--- src/rtl/gray_fifo_wr_ctrl_pkg.sv ---
// Shared types and helpers for the gray FIFO write-side controller.
package gray_fifo_wr_ctrl_pkg;

  localparam int unsigned PTR_MAX_W = 32;

  // Controller states
  typedef enum logic [1:0] {
    ST_IDLE  = 2'd0,
    ST_RUN   = 2'd1,
    ST_FLUSH = 2'd2,
    ST_DONE  = 2'd3
  } wr_state_e;

  // Modular pointer difference; callers truncate to their pointer width
  function automatic logic [PTR_MAX_W-1:0] ptr_diff(
    input logic [PTR_MAX_W-1:0] wr_ptr,
    input logic [PTR_MAX_W-1:0] rd_ptr
  );
    return wr_ptr - rd_ptr;
  endfunction

endpackage

--- src/rtl/gray_fifo_wr_ctrl_if.sv ---
// Client write handshake plus RAM write port of the FIFO write controller.
interface gray_fifo_wr_ctrl_if #(
  parameter int unsigned AWIDTH = 4
);

  logic              src_rdy_i;
  logic              dst_rdy_o;
  logic              wr_en_o;
  logic [AWIDTH-1:0] wr_addr_o;

  modport master (
    input  src_rdy_i,
    output dst_rdy_o,
    output wr_en_o,
    output wr_addr_o
  );

  modport slave (
    output src_rdy_i,
    input  dst_rdy_o,
    input  wr_en_o,
    input  wr_addr_o
  );

endinterface

--- src/rtl/gray_fifo_space_calc.sv ---
// Combinational occupancy math from the write and (synchronized) read pointers.
module gray_fifo_space_calc
  import gray_fifo_wr_ctrl_pkg::*;
#(
  parameter int unsigned AWIDTH = 4
) (
  input  logic [AWIDTH:0] wr_ptr,
  input  logic [AWIDTH:0] rd_ptr,
  output logic [AWIDTH:0] used_c,
  output logic [AWIDTH:0] space_c,
  output logic            full_c,
  output logic            over_c
);

  localparam int unsigned PW = AWIDTH + 1;
  localparam logic [AWIDTH:0] DEPTH = PW'(2 ** AWIDTH);

  // used wraps modulo 2**(AWIDTH+1); space saturates when pointers are inconsistent
  always_comb begin
    used_c  = PW'(ptr_diff(PTR_MAX_W'(wr_ptr), PTR_MAX_W'(rd_ptr)));
    over_c  = (used_c > DEPTH);
    full_c  = (used_c == DEPTH);
    space_c = over_c ? '0 : (DEPTH - used_c);
  end

endmodule

--- src/rtl/gray_fifo_wr_ctrl.sv ---
// Write-side controller of a dual-clock FIFO. The bin-to-gray pointer
// synchronizer is instantiated alongside this block at top level.
// Optional almost-full flag: define GRAY_FIFO_WR_CTRL_ALMOST_FULL_EN.
module gray_fifo_wr_ctrl
  import gray_fifo_wr_ctrl_pkg::*;
#(
  parameter int unsigned AWIDTH = 4
`ifdef GRAY_FIFO_WR_CTRL_ALMOST_FULL_EN
  , parameter int unsigned AF_THRESH = 2
`endif
) (
  input  logic                       clk,
  input  logic                       rst_n,
  input  logic                       en_i,
  input  logic                       flush_i,
  gray_fifo_wr_ctrl_if.master        wif,
  output logic [AWIDTH:0]            wr_ptr_o,
  input  logic [AWIDTH:0]            rd_ptr_i,
  output logic [AWIDTH:0]            space_o,
  output logic                       full_o,
  output logic                       flush_done_o,
  output logic                       overrun_err_o
`ifdef GRAY_FIFO_WR_CTRL_ALMOST_FULL_EN
  , output logic                     almost_full_o
`endif
);

  localparam int unsigned PW = AWIDTH + 1;

  wr_state_e       state;
  logic [AWIDTH:0] used_c;
  logic            over_c;
  logic            accept_c;

  gray_fifo_space_calc #(
    .AWIDTH (AWIDTH)
  ) u_space_calc (
    .wr_ptr  (wr_ptr_o),
    .rd_ptr  (rd_ptr_i),
    .used_c  (used_c),
    .space_c (space_o),
    .full_c  (full_o),
    .over_c  (over_c)
  );

  // Same-cycle handshake; RAM address is the pointer without its wrap bit
  assign wif.dst_rdy_o = (state == ST_RUN) && !full_o;
  assign accept_c      = wif.src_rdy_i && wif.dst_rdy_o;
  assign wif.wr_en_o   = accept_c;
  assign wif.wr_addr_o = wr_ptr_o[AWIDTH-1:0];

`ifdef GRAY_FIFO_WR_CTRL_ALMOST_FULL_EN
  assign almost_full_o = (space_o <= PW'(AF_THRESH));
`endif

  // Controller FSM, write pointer, flush-done pulse and sticky overrun flag
  always_ff @(posedge clk or negedge rst_n) begin
    if (!rst_n) begin
      state         <= ST_IDLE;
      wr_ptr_o      <= '0;
      flush_done_o  <= 1'b0;
      overrun_err_o <= 1'b0;
    end else begin
      flush_done_o <= 1'b0;
      if (accept_c) begin
        wr_ptr_o <= wr_ptr_o + PW'(1);
      end
      if (over_c) begin
        overrun_err_o <= 1'b1;
      end
      case (state)
        ST_IDLE: begin
          if (en_i) begin
            state <= ST_RUN;
          end
        end
        ST_RUN: begin
          if (!en_i) begin
            state <= ST_IDLE;
          end else if (flush_i) begin
            state <= ST_FLUSH;
          end
        end
        ST_FLUSH: begin
          if (!en_i) begin
            state <= ST_IDLE;
          end else if (used_c == '0) begin
            state        <= ST_DONE;
            flush_done_o <= 1'b1;
          end
        end
        ST_DONE: begin
          state <= en_i ? ST_RUN : ST_IDLE;
        end
        default: begin
          state <= ST_IDLE;
        end
      endcase
    end
  end

endmodule

--- src/flat_wrapper.sv ---
// flat-port wrapper written by rule: the top's interface ports become plain ports
module gray_fifo_wr_ctrl_flat import gray_fifo_wr_ctrl_pkg::*;
#(
  parameter int unsigned AWIDTH = 4

)
  (clk, rst_n, en_i, flush_i, wr_ptr_o, rd_ptr_i, space_o, full_o, flush_done_o, overrun_err_o, wif_src_rdy_i, wif_dst_rdy_o, wif_wr_en_o, wif_wr_addr_o);
  gray_fifo_wr_ctrl_if #(.AWIDTH(AWIDTH)) wif_i ();
  input  logic clk;
  input  logic rst_n;
  input  logic en_i;
  input  logic flush_i;
  output logic [AWIDTH:0] wr_ptr_o;
  input  logic [AWIDTH:0] rd_ptr_i;
  output logic [AWIDTH:0] space_o;
  output logic full_o;
  output logic flush_done_o;
  output logic overrun_err_o;
  input wire logic [$bits(wif_i.src_rdy_i)-1:0] wif_src_rdy_i;
  output wire logic [$bits(wif_i.dst_rdy_o)-1:0] wif_dst_rdy_o;
  output wire logic [$bits(wif_i.wr_en_o)-1:0] wif_wr_en_o;
  output wire logic [$bits(wif_i.wr_addr_o)-1:0] wif_wr_addr_o;
  assign wif_i.src_rdy_i = wif_src_rdy_i;
  assign wif_dst_rdy_o = wif_i.dst_rdy_o;
  assign wif_wr_en_o = wif_i.wr_en_o;
  assign wif_wr_addr_o = wif_i.wr_addr_o;
  gray_fifo_wr_ctrl #(.AWIDTH(AWIDTH)) u_core (.clk(clk), .rst_n(rst_n), .en_i(en_i), .flush_i(flush_i), .wif(wif_i), .wr_ptr_o(wr_ptr_o), .rd_ptr_i(rd_ptr_i), .space_o(space_o), .full_o(full_o), .flush_done_o(flush_done_o), .overrun_err_o(overrun_err_o));
endmodule
--- config.mk ---
export PLATFORM = sky130hd
export DESIGN_NAME = gray_fifo_wr_ctrl_flat
export DESIGN_NICKNAME = d
export VERILOG_FILES = /design/src/rtl/gray_fifo_wr_ctrl_pkg.sv /design/src/rtl/gray_fifo_wr_ctrl_if.sv /design/src/rtl/gray_fifo_space_calc.sv /design/src/rtl/gray_fifo_wr_ctrl.sv /design/src/flat_wrapper.sv
export SDC_FILE = /design/constraint.sdc
export NUM_CORES = 1
export LEC_CHECK = 0
export CAP_MARGIN = 20
export CORE_MARGIN = 4
export CORE_UTILIZATION = 27
export CTS_CLUSTER_DIAMETER = 60
export CTS_CLUSTER_SIZE = 8
export DETAILED_ROUTE_END_ITERATION = 6
export GPL_TIMING_DRIVEN = 0
export PLACE_DENSITY = 0.65
export SYNTH_ARGS = -nofsm -noshare
export SYNTH_HDL_FRONTEND = slang
export SYNTH_SLANG_ARGS = --single-unit
--- constraint.sdc ---
create_clock -name clk -period 8.7 [get_ports clk]
set_clock_uncertainty 0.1 [all_clocks]
set_input_delay 1.74 -clock clk [delete_from_list [all_inputs] [get_ports clk]]
set_output_delay 1.74 -clock clk [all_outputs]
set_load 0.01 [all_outputs]
# After elaboration in Yosys (flattened, before gate mapping)
# Cells that the tools add are included.
# W data, S select, Z words.
[totals]
ff_bits = 9
wordCells = 32
[op_classes]
n_addsub = 3
n_lt_le_gt_ge = 1
n_eq_ne = 7
mux = 11
reduce_logical = 6
[ops]
columns = ["op", "n"]
rows = [
  ["$mux W2", 5],
  ["$pmux W2 S4", 1],
  ["$add A5 B1 Y5 const B", 1],
  ["$eq A5 B5 Y1 const B", 1],
  ["$gt A5 B5 Y1 const B", 1],
  ["$logic_not A5 Y1", 1],
  ["$mux W5", 1],
  ["$sub A5 B5 Y5", 1],
  ["$sub A5 B5 Y5 const A", 1],
  ["$eq A2 B2 Y1 const B", 2],
  ["$mux W1", 4],
  ["$ne A3 B2 Y1 const B", 1],
  ["$ne A3 B3 Y1 const B", 1],
  ["$reduce_and A3 Y1", 1],
  ["$eq A2 B1 Y1 const B", 1],
  ["$logic_and A1 B1 Y1", 2],
  ["$logic_not A2 Y1", 1],
  ["$ne A2 B2 Y1 const B", 1],
  ["$logic_not A1 Y1", 1],
]

# Depth between registers and ports, before layout
# Gate-level depths: netlist of run 1.
[depth]
depth_word = 5
depth_mapped = 13
ltp_nobuf = 12

# Hierarchy
# Synthesis of run 1 repeated with hierarchy kept, for this count alone.
[hier_totals]
hier_cells = 75
area_unflattened_um2 = 730.7
[by_module_without_submodules]
columns = ["mod", "n_inst", "cells_per_inst", "area_each_um2"]
rows = [
  ["gray_fifo_wr_ctrl", 1, 35, 419.2],
  ["gray_fifo_space_calc", 1, 40, 311.5],
]

# Least setup slack after synthesis of run 1
# Ideal clock, no wire load.
[synth_timing]
path_type = "input port to output port"
from = "input port rd_ptr_i[0]"
to = "output port wif_wr_en_o"
arrival_time_ns = 3.573
slack_ns = 3.287
stages = 10
path_buffers = 1
cell_sequence = "ha_1 -> fa_1 -> ha_1 -> inv_1 -> nor2_1 -> o21a_1 -> ha_1 -> nor3b_2 -> and2_1 -> buf_4"
[synth_between]
elab_chain_len = 5
[synth_lines]
columns = ["item", "line", "rtl"]
rows = [
  ["start, declared", "flat_wrapper.sv:14", "input logic [AWIDTH:0] rd_ptr_i;"],
  ["$sub A5 B5 Y5", "gray_fifo_wr_ctrl_pkg.sv:19", "return wr_ptr - rd_ptr;"],
  ["$eq A5 B5 Y1", "gray_fifo_space_calc.sv:22", "full_c = (used_c == DEPTH);"],
  ["via full_o", "flat_wrapper.sv:16", "output logic full_o;"],
  ["$logic_not A1 Y1", "gray_fifo_wr_ctrl.sv:47", "assign wif.dst_rdy_o = (state == ST_RUN) && !full_o;"],
  ["$logic_and A1 B1 Y1", "gray_fifo_wr_ctrl.sv:47", ""],
  ["via wif_dst_rdy_o", "flat_wrapper.sv:20", "output wire logic [$bits(wif_i.dst_rdy_o)-1:0] wif_dst_rdy_o;"],
  ["$logic_and A1 B1 Y1", "gray_fifo_wr_ctrl.sv:48", "assign accept_c = wif.src_rdy_i && wif.dst_rdy_o;"],
  ["end, declared", "flat_wrapper.sv:21", "output wire logic [$bits(wif_i.wr_en_o)-1:0] wif_wr_en_o;"],
]
# The timed path passes the listed nets, and every way through them passes these cells.

# Final worst setup path of run 1
[layout_timing]
from = "input port rd_ptr_i[0]"
to = "output port wif_wr_en_o"
[layout_between]
elab_chain_len = 5
[layout_lines]
columns = ["item", "line"]
rows = [
  ["$sub A5 B5 Y5", "gray_fifo_wr_ctrl_pkg.sv:19"],
  ["$eq A5 B5 Y1", "gray_fifo_space_calc.sv:22"],
  ["$logic_not A1 Y1", "gray_fifo_wr_ctrl.sv:47"],
  ["$logic_and A1 B1 Y1", "gray_fifo_wr_ctrl.sv:47"],
  ["$logic_and A1 B1 Y1", "gray_fifo_wr_ctrl.sv:48"],
]
# No other way between the ends.

==> results of run 1 <==
-- cell usage after synthesis (2+ instances only) --
library cell	count
nand4_1	2
ha_1	8
buf_4	5
and2_1	3
nand2_1	6
inv_1	7
dfrtp_1	9
nor2_1	6
nand2b_1	3
nand3b_1	2
xnor2_1	5
-- per-layer routing --
metal	wire [um]	part of all wire, %	vias to the layer above
met5	0	0	-
met4	7	0.49	0
met3	95	6.7	2
met2	726	51	16
met1	594	42	252
li1	-	-	300
-- power by group through the flow --
| stage | Combinational (mW) | Sequential [mW] | Clock (mW) |
|---|---|---|---|
| floorplan | 0.168 | 0.0757 | 0 |
| global placement | 0.300 | 0.0743 | 0 |
| detailed placement | 0.304 | 0.0747 | 0 |
| CTS | 0.305 | 0.0740 | 0.0331 |
| global route | 0.332 | 0.0768 | 0.0347 |
| finish | 0.300 | 0.0731 | 0.0312 |
-- kinds of logic (layout without fill, tap and decap cells) --
group / Yosys count / after routing / synth area share [%]
xor gates and xnor gates: 7 / 7 / 10.9
adders and majority gates: 9 / 9 / 17.1
AOI/OAI and AO/OA: 11 / 11 / 12.0
buffers and inverters: 12 / 44 / 9.11
DFF: 9 / 9 / 32.1
and+or+nand+nor: 24 / 24 / 18.7
-- worst max-delay path: cells and delay by family --
kind | cells | cell delay (ns)
buffers and inverters | 4 | 1.21
adder cells (fa/ha/maj) | 4 | 1.05
AND/OR/NAND/NOR | 3 | 0.37
AO/OA/AOI/OAI | 1 | 0.13
-- registers in the layout, summed over array words and instances (netlist names) --
name                  cells
u_core.state              2
u_core.overrun_err_o      1
u_core.wr_ptr_o           5
u_core.flush_done_o       1
-- final timing paths --
| path | startpoint | endpoint |
|---|---|---|
| worst min-delay path | u_core.overrun_err_o$_DFFE_PN0N_ | u_core.overrun_err_o$_DFFE_PN0N_ |
| min in group asynchronous | rst_n | u_core.flush_done_o$_DFF_PN0_ |
| worst max register to register | u_core.wr_ptr_o[0]$_DFFE_PN0P_ | u_core.wr_ptr_o[3]$_DFFE_PN0P_ |
| max in group asynchronous | rst_n | u_core.wr_ptr_o[3]$_DFFE_PN0P_ |
| worst max-delay path | rd_ptr_i[0] | wif_wr_en_o |
| worst min register to register | u_core.overrun_err_o$_DFFE_PN0N_ | u_core.overrun_err_o$_DFFE_PN0N_ |
-- cell usage in the layout (no fill, tap or decap), types with 2 or more instances in the layout --
master and count:
nand2b_1 3, nor2_1 6, and2_1 3, clkdlybuf4s50_1 28, nand3b_1 2, clkbuf_4 3, nand4_1 2, ha_1 8
nand2_1 6, dfrtp_1 9, xnor2_1 5, inv_1 7, buf_4 5
-- metrics by stage --
| step | power (mW) | cell area (sq um) | util [%] | hold WS, ns |
|---|---|---|---|---|
| CTS | 0.412 | 1040 | 42.2 | 0.387 |
| finish | 0.404 | 1040 | 42.2 | 0.387 |
| global placement | 0.374 | 1020 | 41.1 | 0.359 |
| floorplan | 0.243 | 701 | - | 0.404 |
| global route | 0.444 | 1040 | 42.2 | 0.411 |
| detailed placement | 0.379 | 1020 | 41.1 | 0.363 |
-- final cells by class --
class	count	area (sq um)
plain buffers	5	37.5
flip-flops and latches	9	225
fillers	261	1430
multi-input cells	51	412
well taps	30	37.5
clock buffers	4	26.3
inverters	7	26.3
repair buffers	28	280
==> summary.txt, run 1 <==
Global route
  – Vias in the first global route: 547
  – Largest net degree at the start of global routing: 10
  – Met3 usage: 2.63%
  – Gr ovfl total: 0
  – Layer carrying the most global-route usage: met2
  – M1 GR Usage: 10.4%
  – Tot GR Track Use: approximately a tenth
  – Initial antenna violation count: 0
  – First-pass GRT wire length: about 2400 um
  – Grt met2 use: 15.8%

Pwr
  – Sw Ratio: 40.2%
  – Power Dens Cells: 387 nW/um^2
  – NetSw: 0.163 mW
  – Clock share of power: 7.7%
  – Logic pwr share: about 74%
  – Int Power: 0.241 mW
  – Sequential power share: 18.1%
  – Leak Pwr: 0.465 nW
  – Peak supply drop: 201 uV

Detailed routing
  – Average vias per placed instance: 4.25
  – Post-Route WL: 1420 um
  – Via count: 570
  – Detailed-route DRC error count: 0
  – Routed Antenna Nets: 0
  – Post-DR wirelength/cell: 10.6 um
  – TritonRoute pass-1 iters: 3
  – Iter 0 DRT Violations: 14

Clock network
  – Max clock buf depth: 2
  – CTS Buf Count: 3
  – Worst skew pair latency: approximately 0.25 ns
  – TritonCTS clock tree: built
  – Clock root cell: clkbuf_4
  – Register clock-pin slew on the reported worst setup and hold paths: ~0.060 ns
  – Resized Gates After CTS: 0
  – Num Clock Sinks: 9
  – H-tree Lvls: 1
  – Hold buffers post-CTS: 0
  – Setup bufs post-CTS: 0

Critical path
  – CP Class: primary input to output pin
  – Crit-path max cell delay: 0.54 ns
  – Nature of the critical path endpoint: output pin
  – CP max stage cell: clkdlybuf4s50_1
  – Worst-path fanout max: 7
  – Cells along the critical path: clkdlybuf4s50_1, ha_1, fa_1, ha_1, inv_1, nor2_1, o21a_1, ha_1, nor3b_2, and2_1, buf_4, clkdlybuf4s50_1
  – Most common cell on crit path: ha_1
  – Critical Path AT: 4.51 ns
  – R2r setup slk: approximately 5.9 ns
  – Reg2reg path depth: 13
  – CP Data Required Time: between 6 and 7 ns
  – Crit path launch type: primary input

Cells and area
  – Post-Layout Cell Count: 134
  – Share of cells above drive strength 1: 12.5%
  – Final Net Count: 124
  – Area grow syn2layout: 49.1%
  – Ant diodes: 0

Timing
  – RSZ-0062 raised after global routing: no
  – Worst setup margin: 2.35 ns
  – Slew HR: 73.8%
  – Actual transition at the worst max-transition pin: 0.392 ns
  – TNS Setup: 0 ns
  – Final Hold Fails: 0
  – Final Cycle Share: 73.0%
  – Final Max Slew Viols: 0
  – Achievable frequency: 0.157 GHz
  – Min cycle time layout: about 6.4 ns
  – Final number of setup-violating endpoints: 0

Synth
  – Flops & latches, synth: 9
  – Syn nets: 91
  – EDFF count, synth: 0
  – Cell taking the most area after synthesis: dfrtp_1
  – Post-synth top flop: dfrtp_1
  – Async SR Flop Fraction: 100%
  – Yosys top cell area share: about a third
  – Synth unique cells: 27
  – Synthesis warning total: 0
  – Syn Std Cell Area: 701 sq um
  – Synth Instances: 72
  – Post-synthesis area per instance: between 9 and 10 sq um
  – Synth area leaders: dfrtp_1, ha_1, xnor2_1, buf_4, inv_1
  – Register area share after synthesis: 32.1%

Floorplanning
  – Core area: 2480 sq um
  – # IOs: 29
  – DIE HEIGHT: 58.9 um
  – Die footprint: 3470 sq um
  – Std cell rows: 18
  – Die W: 58.9 um
  – Initial core utilization: between 20 and 30%

Placed design
  – I/O Buffers: 28
  – Pre-CTS setup slack: 2.32 ns
  – Cells after DPL: 130
  – Routability congestion estimate from global placement: 0.687
  – Final HPWL DP: 1260 um

Flow run
  – Max cap viols: 0

Min path
  – Hold Crit Class: register to register
  – Min-Delay Path Depth: 1

Run status
  – Status: finished clean
(Power assumes the default switching activity.)
==> inputs of run 2 (changes only) <==
Settings changed: PLACE_DENSITY 0.65 to 0.67.
Clock period 8.7 ns to 5.4 ns, I/O delays scaled along.
==> run 2 against run 1 <==
Combinational power is 62% higher. Die area unchanged. Wire length increased by 3.7%. Via count grew 4.9%. Register-to-register slack worse by 3.3 ns. Worst setup slack got worse by 2.0 ns. Flip-flop and latch count stayed put. Utilization unchanged. Highest routed layer unchanged. Critical path type unchanged.
==> summary.txt, run 2 (synthesis gave the netlist of run 1 again) <==
Detailed routing
  – Routed Antenna Nets: 0 (unchanged)
  – Average vias per placed instance: 4.46 (was 4.25)
  – TritonRoute pass-1 iters: 4 (was 3)
  – Post-DR wirelength/cell: 11.0 um (was 10.6 um)
  – Detailed-route DRC error count: 0 (unchanged)
  – Via count: 598 (was 570)
  – Post-Route WL: 1480 um (was 1420 um)
  – Iter 0 DRT Violations: 6 (was 14)

Critical path
  – Crit-path max cell delay: 0.54 ns (about the same)
  – Nature of the critical path endpoint: output pin (unchanged)
  – Cells along the critical path: clkdlybuf4s50_1, ha_1, fa_1, xnor2_1, nor2_1, o21a_1, ha_1, nor3b_2, and2_1, buf_4, clkdlybuf4s50_1 (was clkdlybuf4s50_1, ha_1, fa_1, ha_1, inv_1, nor2_1, o21a_1, ha_1, nor3b_2, and2_1, buf_4, clkdlybuf4s50_1)
  – Critical Path AT: 3.84 ns (was 4.51 ns)
  – CP Data Required Time: 4.22 ns (was 6.86 ns)
  – Crit path launch type: primary input (unchanged)
  – Worst-path fanout max: 7 (unchanged)
  – CP Class: primary input to output pin (unchanged)
  – CP max stage cell: clkdlybuf4s50_1 (unchanged)

Clock network
  – CTS Buf Count: 3 (unchanged)
  – Register clock-pin slew on the reported worst setup and hold paths: 0.06 ns (about the same)
  – Clock root cell: clkbuf_4 (unchanged)
  – H-tree Lvls: 1 (unchanged)
  – TritonCTS clock tree: built (unchanged)
  – Max clock buf depth: 2 (unchanged)
  – Num Clock Sinks: 9 (unchanged)
  – Worst skew pair latency: 0.26 ns (was 0.25 ns)
  – Resized Gates After CTS: 0 (unchanged)
  – Hold buffers post-CTS: 0 (unchanged)
  – Setup bufs post-CTS: 0 (unchanged)

Global route
  – Tot GR Track Use: 9.56% (was 9.40%)
  – First-pass GRT wire length: 2480 um (was 2440 um)
  – Initial antenna violation count: 0 (unchanged)
  – Gr ovfl total: 0 (unchanged)
  – Vias in the first global route: 562 (was 547)
  – Largest net degree at the start of global routing: 10 (unchanged)

Placed design
  – I/O Buffers: 28 (unchanged)
  – Routability congestion estimate from global placement: 0.644 (was 0.687)
  – Final HPWL DP: 1300 um (was 1260 um)
  – Placed cell areas: 1020 sq um (unchanged)

Floorplanning
  – Initial core utilization: 28.3% (unchanged)
  – DIE HEIGHT: 58.9 um (unchanged)
  – Std cell rows: 18 (unchanged)
  – Die W: 58.9 um (unchanged)
  – Core area: 2480 sq um (unchanged)
  – # IOs: 29 (unchanged)
  – Die footprint: 3470 sq um (unchanged)

Cells and area
  – Commonest non-fill, non-tap cell in the layout: clkdlybuf4s50_1 (unchanged)
  – Biggest regs: u_core.wr_ptr_o: 5 flops, u_core.state: 2 flops (unchanged)
  – FF/Latch Area: 225 sq um (unchanged)
  – Final Net Count: 124 (unchanged)
  – Fillers: 268 (was 261)
  – Share of cells above drive strength 1: 12.5% (unchanged)
  – Commonest non-fill, non-tap cells in the layout: clkdlybuf4s50_1, dfrtp_1, ha_1 (unchanged)
  – Area grow syn2layout: 49.1% (unchanged)
  – Max reg flops: 5 (unchanged)
  – Multi-input gate area: 412 sq um (unchanged)
  – Final instance area: 1040 sq um (unchanged)
  – Largest Register: u_core.wr_ptr_o (unchanged)
  – Ant diodes: 0 (unchanged)

Pwr
  – Leak Pwr: 0.465 nW (unchanged)
  – Power Dens Cells: 629 nW/um^2 (was 387 nW/um^2)
  – Peak supply drop: 303 uV (was 201 uV)

Timing
  – RSZ-0062 raised after global routing: no (unchanged)
  – Final Max Slew Viols: 0 (unchanged)
  – Min cycle time layout: about 5.0 ns
  – Final Cycle Share: 92.9%
  – Slew HR: 72.8% (was 73.8%)
  – Final Hold Fails: 0 (unchanged)
  – Final number of setup-violating endpoints: 0 (unchanged)
  – Actual transition at the worst max-transition pin: 0.407 ns (was 0.392 ns)
  – Achievable frequency: 0.199 GHz
  – TNS Setup: 0 ns (unchanged)

Flow run
  – Max cap viols: 0 (unchanged)

Min path
  – Hold Crit Class: register to register (unchanged)

Run status
  – Status: finished clean (unchanged)
[run 2: final cells by class]
type / instances / share of cell area, %
multi-input combinational: 51 / 39.4
timing repair buffer: 28 / 26.8
sequential: 9 / 21.6
buffer: 5 / 3.59
tap: 30 / 3.59
clock buffer: 4 / 2.51
inverter: 7 / 2.51
[run 2: per-stage QoR]
stage / setup slack (ns) / power [mW] / util [%] / cells / hold WS, ns
6_report: 0.382 / 0.658 / 42.2 / 134 / 0.376
5_1_grt: 0.192 / 0.719 / 42.2 / 134 / 0.407
4_1_cts: 0.354 / 0.668 / 42.2 / 134 / 0.374
3_5_place_dp: 0.352 / 0.615 / 41.1 / 130 / 0.358
3_3_place_gp: 0.379 / 0.602 / 41.1 / 130 / 0.357
2_1_floorplan: 1.31 / 0.392 / - / 72 / 0.404
[run 2: report_power, final]
part | switching (mW) | internal, mW | total (mW)
Combinational | 0.213 | 0.274 | 0.487
Clock | 0.0243 | 0.0285 | 0.0529
Sequential | 0.0307 | 0.0873 | 0.118
Total | 0.268 | 0.389 | 0.658
[run 2: critical path, delay by kind of cell]
kind	cells	cell delay (ns)
buf+inv	3	1.09
fa+ha+maj	3	0.83
simple gates	3	0.38
xor+xnor	1	0.32
compound gates	1	0.13
[run 2: worst paths after layout]
| path | cells after the start | start | slack (ns) | endpoint |
|---|---|---|---|---|
| max in group asynchronous | 1 | rst_n | 3.90 | u_core.wr_ptr_o[2]$_DFFE_PN0P_ |
| worst max-delay path | 11 | rd_ptr_i[0] | 0.38 | wif_wr_en_o |
| worst max register to register | 12 | u_core.wr_ptr_o[0]$_DFFE_PN0P_ | 2.58 | u_core.wr_ptr_o[4]$_DFFE_PN0P_ |
| min in group asynchronous | 1 | rst_n | 1.01 | u_core.overrun_err_o$_DFFE_PN0N_ |
| worst min-delay path | 1 | u_core.overrun_err_o$_DFFE_PN0N_ | 0.38 | u_core.overrun_err_o$_DFFE_PN0N_ |
| worst min register to register | 1 | u_core.overrun_err_o$_DFFE_PN0N_ | 0.38 | u_core.overrun_err_o$_DFFE_PN0N_ |
[run 2: layer usage]
metal	track usage, %	part of all wire [%]	vias up
met5	0	0	-
met4	5.83	2.4	0
met3	1.54	4.8	4
met2	16.9	52	17
met1	10.6	41	277
li1	-	-	300
